`src/rtl/lapido_pkg.sv`:
```
// Shared Lapido core definitions: opcode constants, ext-op encoding, instruction field positions.
package lapido_pkg;

  localparam int unsigned INSTR_BITS = 32;
  localparam int unsigned OPC_W      = 6;
  localparam int unsigned REG_W      = 5;
  localparam int unsigned IMM_W      = 16;
  localparam int unsigned EXT_W      = 2;
  localparam int unsigned STALL_W    = 16;

  localparam int unsigned OPC_MSB = 31;
  localparam int unsigned OPC_LSB = 26;
  localparam int unsigned RS_MSB  = 25;
  localparam int unsigned RS_LSB  = 21;
  localparam int unsigned RT_MSB  = 20;
  localparam int unsigned RT_LSB  = 16;
  localparam int unsigned RD_MSB  = 15;
  localparam int unsigned RD_LSB  = 11;
  localparam int unsigned IMM_MSB = 15;
  localparam int unsigned IMM_LSB = 0;

  localparam logic [OPC_W-1:0] OP_ANDI = 6'h0C;
  localparam logic [OPC_W-1:0] OP_ORI  = 6'h0D;
  localparam logic [OPC_W-1:0] OP_XORI = 6'h0E;
  localparam logic [OPC_W-1:0] OP_LUI  = 6'h0F;

  localparam logic [EXT_W-1:0] EXT_SIGN  = 2'b00;
  localparam logic [EXT_W-1:0] EXT_ZERO  = 2'b01;
  localparam logic [EXT_W-1:0] EXT_UPPER = 2'b10;

  typedef enum logic [1:0] {
    ST_EMPTY = 2'b00,
    ST_ONE   = 2'b01,
    ST_FULL  = 2'b10
  } skid_state_e;

  // Immediate extension mode selected by the opcode.
  function automatic logic [EXT_W-1:0] ext_op_decode(input logic [OPC_W-1:0] op);
    logic [EXT_W-1:0] ext;
    ext = EXT_SIGN;
    case (op)
      OP_ANDI, OP_ORI, OP_XORI: ext = EXT_ZERO;
      OP_LUI:                   ext = EXT_UPPER;
      default:                  ext = EXT_SIGN;
    endcase
    return ext;
  endfunction

endpackage

```
`src/rtl/if_id_skid.sv`:
```
// Generic two-entry valid/ready skid buffer with flush; head entry M, overflow entry S.
module if_id_skid
  import lapido_pkg::*;
#(
  parameter int unsigned DATA_W = 64
) (
  input  logic              clk,
  input  logic              rst_n,
  input  logic              in_valid,
  output logic              in_ready,
  input  logic [DATA_W-1:0] in_data,
  input  logic              flush,
  output logic              out_valid,
  input  logic              out_ready,
  output logic [DATA_W-1:0] out_data
);

  skid_state_e       state_q, state_d;
  logic [DATA_W-1:0] m_q, m_d;
  logic [DATA_W-1:0] s_q, s_d;
  logic              rdy_q;
  logic              vld_q;
  logic              accept;
  logic              pop;

  assign in_ready  = rdy_q;
  assign out_valid = vld_q;
  assign out_data  = m_q;

  // State register plus entry storage; invalid entries are held at zero.
  always_ff @(posedge clk or negedge rst_n) begin
    if (!rst_n) begin
      state_q <= ST_EMPTY;
      m_q     <= '0;
      s_q     <= '0;
      rdy_q   <= 1'b1;
      vld_q   <= 1'b0;
    end else begin
      state_q <= state_d;
      m_q     <= m_d;
      s_q     <= s_d;
      rdy_q   <= (state_d != ST_FULL);
      vld_q   <= (state_d != ST_EMPTY);
    end
  end

  // Next-state and entry update; flush overrides any accept in the same cycle.
  always_comb begin
    state_d = state_q;
    m_d     = m_q;
    s_d     = s_q;
    accept  = in_valid & rdy_q;
    pop     = vld_q & out_ready;

    if (flush) begin
      state_d = ST_EMPTY;
      m_d     = '0;
      s_d     = '0;
    end else begin
      case (state_q)
        ST_EMPTY: begin
          if (accept) begin
            m_d     = in_data;
            state_d = ST_ONE;
          end
        end
        ST_ONE: begin
          if (accept && pop) begin
            m_d = in_data;
          end else if (accept) begin
            s_d     = in_data;
            state_d = ST_FULL;
          end else if (pop) begin
            m_d     = '0;
            state_d = ST_EMPTY;
          end
        end
        ST_FULL: begin
          if (pop) begin
            m_d     = s_q;
            s_d     = '0;
            state_d = ST_ONE;
          end
        end
        default: begin
          state_d = ST_EMPTY;
          m_d     = '0;
          s_d     = '0;
        end
      endcase
    end
  end

endmodule

```
`src/rtl/if_id_stage.sv`:
```
// Lapido fetch-to-decode pipeline register: skid buffer, field slicing and ext-op decode.
// Optional stall counter enabled by defining IF_ID_STALL_COUNT_EN.
module if_id_stage
  import lapido_pkg::*;
#(
  parameter int unsigned PC_W    = 32,
  parameter int unsigned INSTR_W = 32
) (
  input  logic               clk,
  input  logic               rst_n,
  input  logic               in_valid,
  output logic               in_ready,
  input  logic [INSTR_W-1:0] in_instr,
  input  logic [PC_W-1:0]    in_pc,
  input  logic               flush,
  output logic               out_valid,
  input  logic               out_ready,
  output logic [PC_W-1:0]    out_pc,
  output logic [OPC_W-1:0]   out_opcode,
  output logic [REG_W-1:0]   out_rs,
  output logic [REG_W-1:0]   out_rt,
  output logic [REG_W-1:0]   out_rd,
  output logic [IMM_W-1:0]   out_imm,
  output logic [EXT_W-1:0]   out_ext_op
`ifdef IF_ID_STALL_COUNT_EN
  ,
  output logic [STALL_W-1:0] stall_count
`endif
);

  localparam int unsigned DATA_W = PC_W + INSTR_W;

  logic [DATA_W-1:0]  head_data;
  logic [INSTR_W-1:0] head_instr;

  if_id_skid #(
    .DATA_W(DATA_W)
  ) u_skid (
    .clk      (clk),
    .rst_n    (rst_n),
    .in_valid (in_valid),
    .in_ready (in_ready),
    .in_data  ({in_pc, in_instr}),
    .flush    (flush),
    .out_valid(out_valid),
    .out_ready(out_ready),
    .out_data (head_data)
  );

  // Head entry is zeroed by the buffer whenever it is invalid, so slices read zero too.
  assign head_instr = head_data[INSTR_W-1:0];
  assign out_pc     = head_data[DATA_W-1:INSTR_W];
  assign out_opcode = head_instr[OPC_MSB:OPC_LSB];
  assign out_rs     = head_instr[RS_MSB:RS_LSB];
  assign out_rt     = head_instr[RT_MSB:RT_LSB];
  assign out_rd     = head_instr[RD_MSB:RD_LSB];
  assign out_imm    = head_instr[IMM_MSB:IMM_LSB];
  assign out_ext_op = out_valid ? ext_op_decode(out_opcode) : EXT_SIGN;

`ifdef IF_ID_STALL_COUNT_EN
  // Saturating count of cycles where decode holds off a valid head entry.
  always_ff @(posedge clk or negedge rst_n) begin
    if (!rst_n) begin
      stall_count <= '0;
    end else if (out_valid && !out_ready && (stall_count != {STALL_W{1'b1}})) begin
      stall_count <= stall_count + STALL_W'(1);
    end
  end
`endif

endmodule

```
`config.mk`:
```
export PLATFORM = sky130hd
export DESIGN_NAME = if_id_stage
export DESIGN_NICKNAME = d
export VERILOG_FILES = /design/src/rtl/lapido_pkg.sv /design/src/rtl/if_id_skid.sv /design/src/rtl/if_id_stage.sv
export SDC_FILE = /design/constraint.sdc
export NUM_CORES = 1
export LEC_CHECK = 0
export BUFFER_PORTS_ARGS = -buffer_cell sky130_fd_sc_hd__buf_2
export CORE_AREA = 5 5 160 162
export DETAILED_ROUTE_END_ITERATION = 12
export DIE_AREA = 0 0 165 167
export GPL_TIMING_DRIVEN = 0
export PLACE_DENSITY_LB_ADDON = 0.05
export SLEW_MARGIN = 20
export SYNTH_ARGS = -nofsm -noshare
export SYNTH_HDL_FRONTEND = slang
export SYNTH_SLANG_ARGS = --single-unit
```
`constraint.sdc`:
```
create_clock -name clk -period 3.7 [get_ports clk]
set_input_delay 0.555 -clock clk [delete_from_list [all_inputs] [get_ports clk]]
set_output_delay 0.555 -clock clk [all_outputs]
set_load 0.05 [all_outputs]
```
==> key figures, run 1 <==
Synthesis
  – Post-synthesis instance area: 7040 um^2
  – Share of the yosys chip area belonging to registers: 46.9%
  – Ys Warns: 0
  – Post-Syn Area per Cell: 8.47 um^2
  – Flip-flop and latch count after synthesis: 132
  – Number of distinct library cells after synthesis: 31
  – Instance count of the mapped netlist: 831
  – Post-Synthesis Net Count: 900

Clocking
  – Clock Pin Slew Worst Setup and Hold Paths: 60 ps
  – CTS max path bufs: 2
  – Skew-Pair Late Insertion Delay: 430 ps
  – Number of buffers added by the clock tree synthesis step: 17
  – Clock tree from TritonCTS: yes
  – Total clock sinks: 132
  – H-tree depth reported by CTS: 4
  – Number of resized instances in the post-cts repair step: 0
  – Count of buffers added by post-CTS timing repair for setup: 0
  – Clock root buffer: sky130_fd_sc_hd__clkbuf_16
  – Number of hold-repair buffers added at the cts stage: 0

Critical path
  – Critical path type: reg2out
  – Cells on worst reg2reg path: 5
  – CP delay by family, top: buffers and inverters
  – Critical path's slowest cell: sky130_fd_sc_hd__buf_1
  – Reg-to-Reg Start: u_skid.out_valid$_DFF_PN0_
  – Crit path launch: u_skid.out_valid$_DFF_PN0_
  – Endpoint of the most critical register-to-register path: u_skid.s_q[38]$_DFFE_PN0P_
  – Nature of the critical path endpoint: output port
  – Cell Chain, Critical Path: clkbuf_1 -> buf_1 -> nand4_1 -> a21oi_1 -> buf_2
  – Worst endpoint data arrival time: 2720 ps
  – WP data required: 3140 ps
  – CP Max Fanout: 10
  – Element type at the critical path start: register
  – Buffers plus inverters on the worst setup path: 3
  – Register-to-register path setup slack: 1370 ps
  – Max stage delay on crit path: 630 ps

Layout
  – ANT cells: 0
  – Synth-to-layout area growth: 25.8%
  – Non-filler instance count after layout: 1328
  – Cell area after layout: 8860 um^2
  – Nets: 1060
  – Count of fill cells added during filler insertion: 2647
  – Fraction of final layout cells with drive strength greater than 1: 21.0%

Power and ir drop
  – Power, Total: 0.00487 W
  – Worst voltage drop across the vdd grid: 0.272 mV
  – Static leakage power: 3.72 nW
  – P per Cell Area: 549 nW/um^2

Global routing
  – Total routing resource utilization after global routing: 18.3%
  – Number of antenna violations at the first check in global routing: 1
  – Wire length of the first global-routing pass: 39700 um
  – Vias in the first global route: 6957
  – Sum of overflow across all layers after global routing: 0
  – Maximum number of pins on one net before global-route repair: 82

Placement
  – Total half-perimeter wirelength after legalization and detailed placement: 17100 um
  – Pre-CTS setup slack: 838 ps
  – Final Wtd Congestion: 0.782
  – Area after DPL: 8190 um^2
  – # placed instances: 1296
  – PortBufs: 140

Floorplanning
  – Effective utilization at floorplan: 29.4%
  – Std-Cell Rows: 57
  – DIE WIDTH: 165 um
  – Height of the die: 167 um
  – Die Footprint: 27600 um^2
  – Number of top-level pins: 142
  – Core area: 24000 um^2

STA
  – Unrepaired setup endpoints after global routing: no
  – Least-Margin Pin Slew: 1030 ps
  – Setup Skew: 9.98 ps
  – F_max: 0.305 GHz
  – Slew headroom: 30.9%
  – Endpoints failing hold: 0
  – Period utilisation layout: 88.5%
  – Crit path setup slack, layout: 424 ps
  – Final number of setup-violating endpoints: 0
  – Max-slew violations: 0
  – Clock period minus final worst setup slack: 3280 ps

Routing
  – Mean routed wirelength per cell: 19.0 um
  – Initial DRC count: 441
  – First drt pass iteration count: 5
  – Remaining design rule violation count: 0
  – Overall routed net length: 25200 um
  – Number of vias after detailed routing: 6824
  – Via density per instance: 5.14
  – Detail Route Antenna Nets: 0

Run status
  – Result of the run: complete, no violations

Flow run
  – Maxcap violations: 0

Worst hold path
  – Hold Crit Class: in2async
==> routing by layer <==
layer,global-route usage (%),wire [um]
met1,25.7,12000
met2,28.7,11700
met3,3.14,1030
met4,5.35,413
met5,0,7
==> report_power, final <==
| group | total [W] | leakage, nW | internal, W | switching (W) |
|---|---|---|---|---|
| clock | 0.00194 | 0.324 | 0.00126 | 0.000687 |
| sequential | 0.00161 | 1.81 | 0.00155 | 0.0000591 |
| combinational | 0.00131 | 1.59 | 0.000351 | 0.000960 |
| total | 0.00487 | 3.72 | 0.00316 | 0.00171 |
==> layout by cell type (no fill, tap or decap), drive strengths merged, types with 4 or more instances in the layout <==
cell type | netlist | routed
dfrtp | 131 | 131
clkbuf | 57 | 78
clkinv | 0 | 4
mux2i | 63 | 63
nor2 | 4 | 4
nand3 | 63 | 63
o22ai | 63 | 63
o21ai | 129 | 129
buf | 37 | 178
nand2 | 133 | 133
a21oi | 131 | 131
bufinv | 0 | 5
==> worst register-to-register path, cell delays in order, from the launching register on <==
cell	delay (ps)
sky130_fd_sc_hd__dfrtp_1	430
sky130_fd_sc_hd__and2_1	270
sky130_fd_sc_hd__nor2_1	810
sky130_fd_sc_hd__clkbuf_1	430
sky130_fd_sc_hd__o21ai_0	170
sky130_fd_sc_hd__a21oi_1	150
==> cell families after synthesis <==
family	Yosys count	share of synthesized area, %
muxes	63	8.96
xor gates and xnor gates	1	0.124
DFF	132	46.9
buffers and inverters	95	5.92
and+or+nand+nor	210	12.8
AOI/OAI and AO/OA	330	25.2
==> cells in the mapped netlist <==
library cell,count,area [um^2]
sky130_fd_sc_hd__nand2_1,133,499
sky130_fd_sc_hd__a21oi_1,131,656
sky130_fd_sc_hd__dfrtp_1,131,3280
sky130_fd_sc_hd__o21ai_0,118,591
sky130_fd_sc_hd__mux2i_1,63,631
sky130_fd_sc_hd__nand3_1,63,315
sky130_fd_sc_hd__o22ai_1,63,394
sky130_fd_sc_hd__clkbuf_1,57,214
sky130_fd_sc_hd__buf_2,27,135
sky130_fd_sc_hd__o21ai_1,11,55.1
sky130_fd_sc_hd__buf_4,7,52.6
sky130_fd_sc_hd__nor2_1,4,15.0
sky130_fd_sc_hd__buf_1,3,11.3
sky130_fd_sc_hd__and2_1,2,12.5
sky130_fd_sc_hd__nand2b_1,2,12.5
sky130_fd_sc_hd__a211o_1,1,8.76
sky130_fd_sc_hd__a211oi_4,1,20.0
sky130_fd_sc_hd__a21boi_0,1,7.51
sky130_fd_sc_hd__a21o_1,1,7.51
sky130_fd_sc_hd__a31oi_2,1,12.5
sky130_fd_sc_hd__and3b_1,1,8.76
sky130_fd_sc_hd__dfstp_2,1,26.3
sky130_fd_sc_hd__inv_1,1,3.75
sky130_fd_sc_hd__nand3b_1,1,7.51
sky130_fd_sc_hd__nand4_1,1,6.26
sky130_fd_sc_hd__nand4b_1,1,8.76
sky130_fd_sc_hd__nor3_1,1,5.00
sky130_fd_sc_hd__nor3b_2,1,12.5
sky130_fd_sc_hd__o221ai_2,1,15.0
sky130_fd_sc_hd__o22a_1,1,8.76
sky130_fd_sc_hd__xor2_1,1,8.76
==> area by class of cell <==
class	count	area, um^2	area share (%)
tap	324	405	4.58
timing repair buffer	141	738	8.33
buffer	94	413	4.66
clock inverter	11	198	2.23
multi-input combinational	604	3320	37.5
inverter	1	3.75	0.0424
sequential	132	3300	37.3
clock buffer	21	470	5.31
==> registers in the layout, indices dropped and copies added, names as in the netlist <==
name	count
u_skid.state_q	2
u_skid.out_data	64
u_skid.s_q	64
u_skid.in_ready	1
u_skid.out_valid	1
==> worst max-delay path by stage <==
stage          cells past startpoint  slack [ps]                               to
2_1_floorplan                      4         940                    out_ext_op[0]
3_3_place_gp                       1        -140  u_skid.out_data[24]$_DFFE_PN0P_
3_5_place_dp                       5         840                    out_ext_op[0]
4_1_cts                            5         370                    out_ext_op[0]
5_1_grt                            5         200                    out_ext_op[0]
6_report                           5         420                    out_ext_op[0]
==> per-stage QoR <==
step           util [%]  TNS (ps)  hold WS, ps
6_report           37.0         0         45.6
5_1_grt            37.0         0         68.3
4_1_cts            37.0         0         52.1
3_5_place_dp       34.2         0          509
3_3_place_gp       34.0    -16290          529
2_1_floorplan         -         0          259
(Power assumes the default switching activity.)
==> run 2, diff against run 1 <==
--- a/config.mk
+++ b/config.mk
@@ -6,9 +6,9 @@
 export NUM_CORES = 1
 export LEC_CHECK = 0
 export BUFFER_PORTS_ARGS = -buffer_cell sky130_fd_sc_hd__buf_2
-export CORE_AREA = 5 5 160 162
+export CORE_AREA = 5 5 115 117
 export DETAILED_ROUTE_END_ITERATION = 12
-export DIE_AREA = 0 0 165 167
+export DIE_AREA = 0 0 120 122
 export GPL_TIMING_DRIVEN = 0
 export PLACE_DENSITY_LB_ADDON = 0.05
 export SLEW_MARGIN = 20
==> constraint.sdc (replaced) <==
create_clock -name clk -period 3.7 [get_ports clk]
set_input_delay 0.925 -clock clk [delete_from_list [all_inputs] [get_ports clk]]
set_output_delay 0.925 -clock clk [all_outputs]
set_load 0.05 [all_outputs]
==> run 2 against run 1 <==
  * Clock power fell by 21%
  * Critical path depth is the same
  * Worst setup slack lost 170 ps
  * Critical endpoint unchanged
  * Routed wire length down 20%
  * Combinational power shrank 4%
  * Largest power group is now sequential cells
  * Largest cell class unchanged
==> key figures, run 2 (synthesis gave the netlist of run 1 again) <==
Placement
  – Final Wtd Congestion: 0.814 (was 0.782)
  – PortBufs: 140 (unchanged)
  – Total half-perimeter wirelength after legalization and detailed placement: 13700 um (was 17100 um)

Critical path
  – Nature of the critical path endpoint: output port (unchanged)
  – Endpoint of the most critical register-to-register path: u_skid.out_data[24]$_DFFE_PN0P_ (was u_skid.s_q[38]$_DFFE_PN0P_)
  – CP Max Fanout: 10 (unchanged)
  – Reg-to-Reg Start: u_skid.out_valid$_DFF_PN0_ (unchanged)
  – WP data required: 2770 ps (was 3140 ps)
  – Element type at the critical path start: register (unchanged)
  – Cells on worst reg2reg path: 5 (unchanged)
  – Register-to-register path setup slack: 1360 ps (was 1370 ps)
  – Worst endpoint data arrival time: 2520 ps (was 2720 ps)
  – Critical path type: reg2out (unchanged)

Routing
  – First drt pass iteration count: 5 (unchanged)
  – Mean routed wirelength per cell: 17.5 um (was 19.0 um)
  – Overall routed net length: 20200 um (was 25200 um)
  – Via density per instance: 5.98 (was 5.14)
  – Detail Route Antenna Nets: 0 (unchanged)
  – Initial DRC count: 595 (was 441)
  – Remaining design rule violation count: 0 (unchanged)
  – Number of vias after detailed routing: 6904 (was 6824)

Global routing
  – Total routing resource utilization after global routing: 28.5% (was 18.3%)
  – Maximum number of pins on one net before global-route repair: 79 (was 82)
  – Sum of overflow across all layers after global routing: 0 (unchanged)
  – Number of antenna violations at the first check in global routing: 0 (was 1)
  – Vias in the first global route: 6815 (was 6957)
  – Wire length of the first global-routing pass: 33400 um (was 39700 um)

STA
  – F_max: 0.290 GHz (was 0.305 GHz)
  – Period utilisation layout: 93.1% (was 88.5%)
  – Least-Margin Pin Slew: 1030 ps (about the same)
  – Max-slew violations: 0 (unchanged)
  – Clock period minus final worst setup slack: 3450 ps (was 3280 ps)
  – Unrepaired setup endpoints after global routing: no (unchanged)
  – Final number of setup-violating endpoints: 0 (unchanged)
  – Endpoints failing hold: 0 (unchanged)
  – Setup TNS: 0 ps (unchanged)
  – Setup Skew: 5.44 ps (was 9.98 ps)
  – Slew headroom: 30.7% (was 30.9%)

Clocking
  – Count of buffers added by post-CTS timing repair for setup: 0 (unchanged)
  – Clock root buffer: sky130_fd_sc_hd__clkbuf_16 (unchanged)
  – Total clock sinks: 132 (unchanged)
  – Number of hold-repair buffers added at the cts stage: 0 (unchanged)
  – Number of resized instances in the post-cts repair step: 0 (unchanged)
  – H-tree depth reported by CTS: 4 (unchanged)
  – Clock tree from TritonCTS: yes (unchanged)
  – Clock Pin Slew Worst Setup and Hold Paths: 50 ps (was 60 ps)
  – Number of buffers added by the clock tree synthesis step: 17 (unchanged)
  – Skew-Pair Late Insertion Delay: 420 ps (was 430 ps)
  – CTS max path bufs: 2 (unchanged)

Power and ir drop
  – P per Cell Area: 518 nW/um^2 (was 549 nW/um^2)
  – Power, Total: 0.00441 W (was 0.00487 W)
  – Static leakage power: 3.66 nW (was 3.72 nW)
  – Worst voltage drop across the vdd grid: 0.331 mV (was 0.272 mV)

Worst hold path
  – Hold Crit Class: in2async (unchanged)

Floorplanning
  – Effective utilization at floorplan: 57.4% (was 29.4%)
  – Std-Cell Rows: 41 (was 57)
  – Die Footprint: 14600 um^2 (was 27600 um^2)
  – Height of the die: 122 um (was 167 um)
  – DIE WIDTH: 120 um (was 165 um)
  – Core area: 12300 um^2 (was 24000 um^2)
  – Number of top-level pins: 142 (unchanged)

Run status
  – Result of the run: complete, no violations (unchanged)

Layout
  – Fraction of final layout cells with drive strength greater than 1: 20.5% (was 21.0%)
  – Count of fill cells added during filler insertion: 1052 (was 2647)
  – Most frequent cells in the layout: sky130_fd_sc_hd__buf_2 (166), sky130_fd_sc_hd__nand2_1 (133), sky130_fd_sc_hd__a21oi_1 (131), sky130_fd_sc_hd__dfrtp_1 (131), sky130_fd_sc_hd__o21ai_0 (118) (unchanged)
  – Nets: 1060 (unchanged)
  – Synth-to-layout area growth: 20.8% (was 25.8%)
  – Commonest non-fill, non-tap cell in the layout: sky130_fd_sc_hd__buf_2 (unchanged)

Flow run
  – Maxcap violations: 0 (unchanged)
[run 2: changes by cell type in the layout (fill, tap and decap cells not counted), moves of 2 or more]
cell,change
sky130_fd_sc_hd__bufinv_16,-5
sky130_fd_sc_hd__clkinv_2,+3
sky130_fd_sc_hd__clkbuf_1,+5
sky130_fd_sc_hd__clkbuf_8,+2
sky130_fd_sc_hd__clkinv_4,-3
[run 2: routing by layer]
layer | global-route usage [%] | vias to the layer above | routed length [um]
li1 | - | 3292 | -
met1 | 39.2 | 3303 | 8820
met2 | 44.3 | 271 | 9540
met3 | 6.22 | 38 | 1470
met4 | 11.0 | 0 | 401
met5 | 0 | - | 0
[run 2: per-stage QoR]
stage,cells,cell area [um^2],setup slack (ps),hold WS (ps),util (%)
global route,1154,8500,130,442,69.3
CTS,1154,8500,270,431,69.3
global placement,1121,7930,-129,523,64.7
floorplan,831,7040,574,513,-
detailed placement,1122,7970,723,531,65.0
finish,1155,8500,254,422,69.4
[run 2: power by group]
group / total, W / switching (W) / internal, W
Clock: 0.00153 / 0.000591 / 0.000941
Combinational: 0.00126 / 0.000914 / 0.000349
Sequential: 0.00161 / 0.0000586 / 0.00156
Total: 0.00441 / 0.00156 / 0.00285
[run 2: worst max path at each step]
stage	start	end	slack (ps)
after detailed placement	u_skid.out_valid$_DFF_PN0_	out_ext_op[0]	720
after CTS	u_skid.out_valid$_DFF_PN0_	out_ext_op[0]	270
after global routing	u_skid.out_valid$_DFF_PN0_	out_ext_op[0]	130
after floorplan	u_skid.out_valid$_DFF_PN0_	out_ext_op[0]	570
after global placement	rst_n	u_skid.out_data[21]$_DFFE_PN0P_	-130
final	u_skid.out_valid$_DFF_PN0_	out_ext_op[0]	250
[run 2: cell type report]
| cell class | instances | area, um^2 | share of cell area (%) |
|---|---|---|---|
| antenna | 1 | 2.50 | 0.0294 |
| buffer | 94 | 413 | 4.86 |
| clock buffer | 28 | 517 | 6.08 |
| clock inverter | 4 | 20.0 | 0.235 |
| inverter | 1 | 3.75 | 0.0441 |
| multi-input combinational | 604 | 3320 | 39.0 |
| sequential | 132 | 3300 | 38.9 |
| tap | 150 | 188 | 2.21 |
| timing repair buffer | 141 | 738 | 8.68 |
[run 2: critical path, cell delays in order, from the launching register on]
cell                       delay [ps]
sky130_fd_sc_hd__dfrtp_1          440
sky130_fd_sc_hd__clkbuf_1         480
sky130_fd_sc_hd__buf_1            530
sky130_fd_sc_hd__nand4_1          220
sky130_fd_sc_hd__a21oi_1          160
sky130_fd_sc_hd__buf_2            280
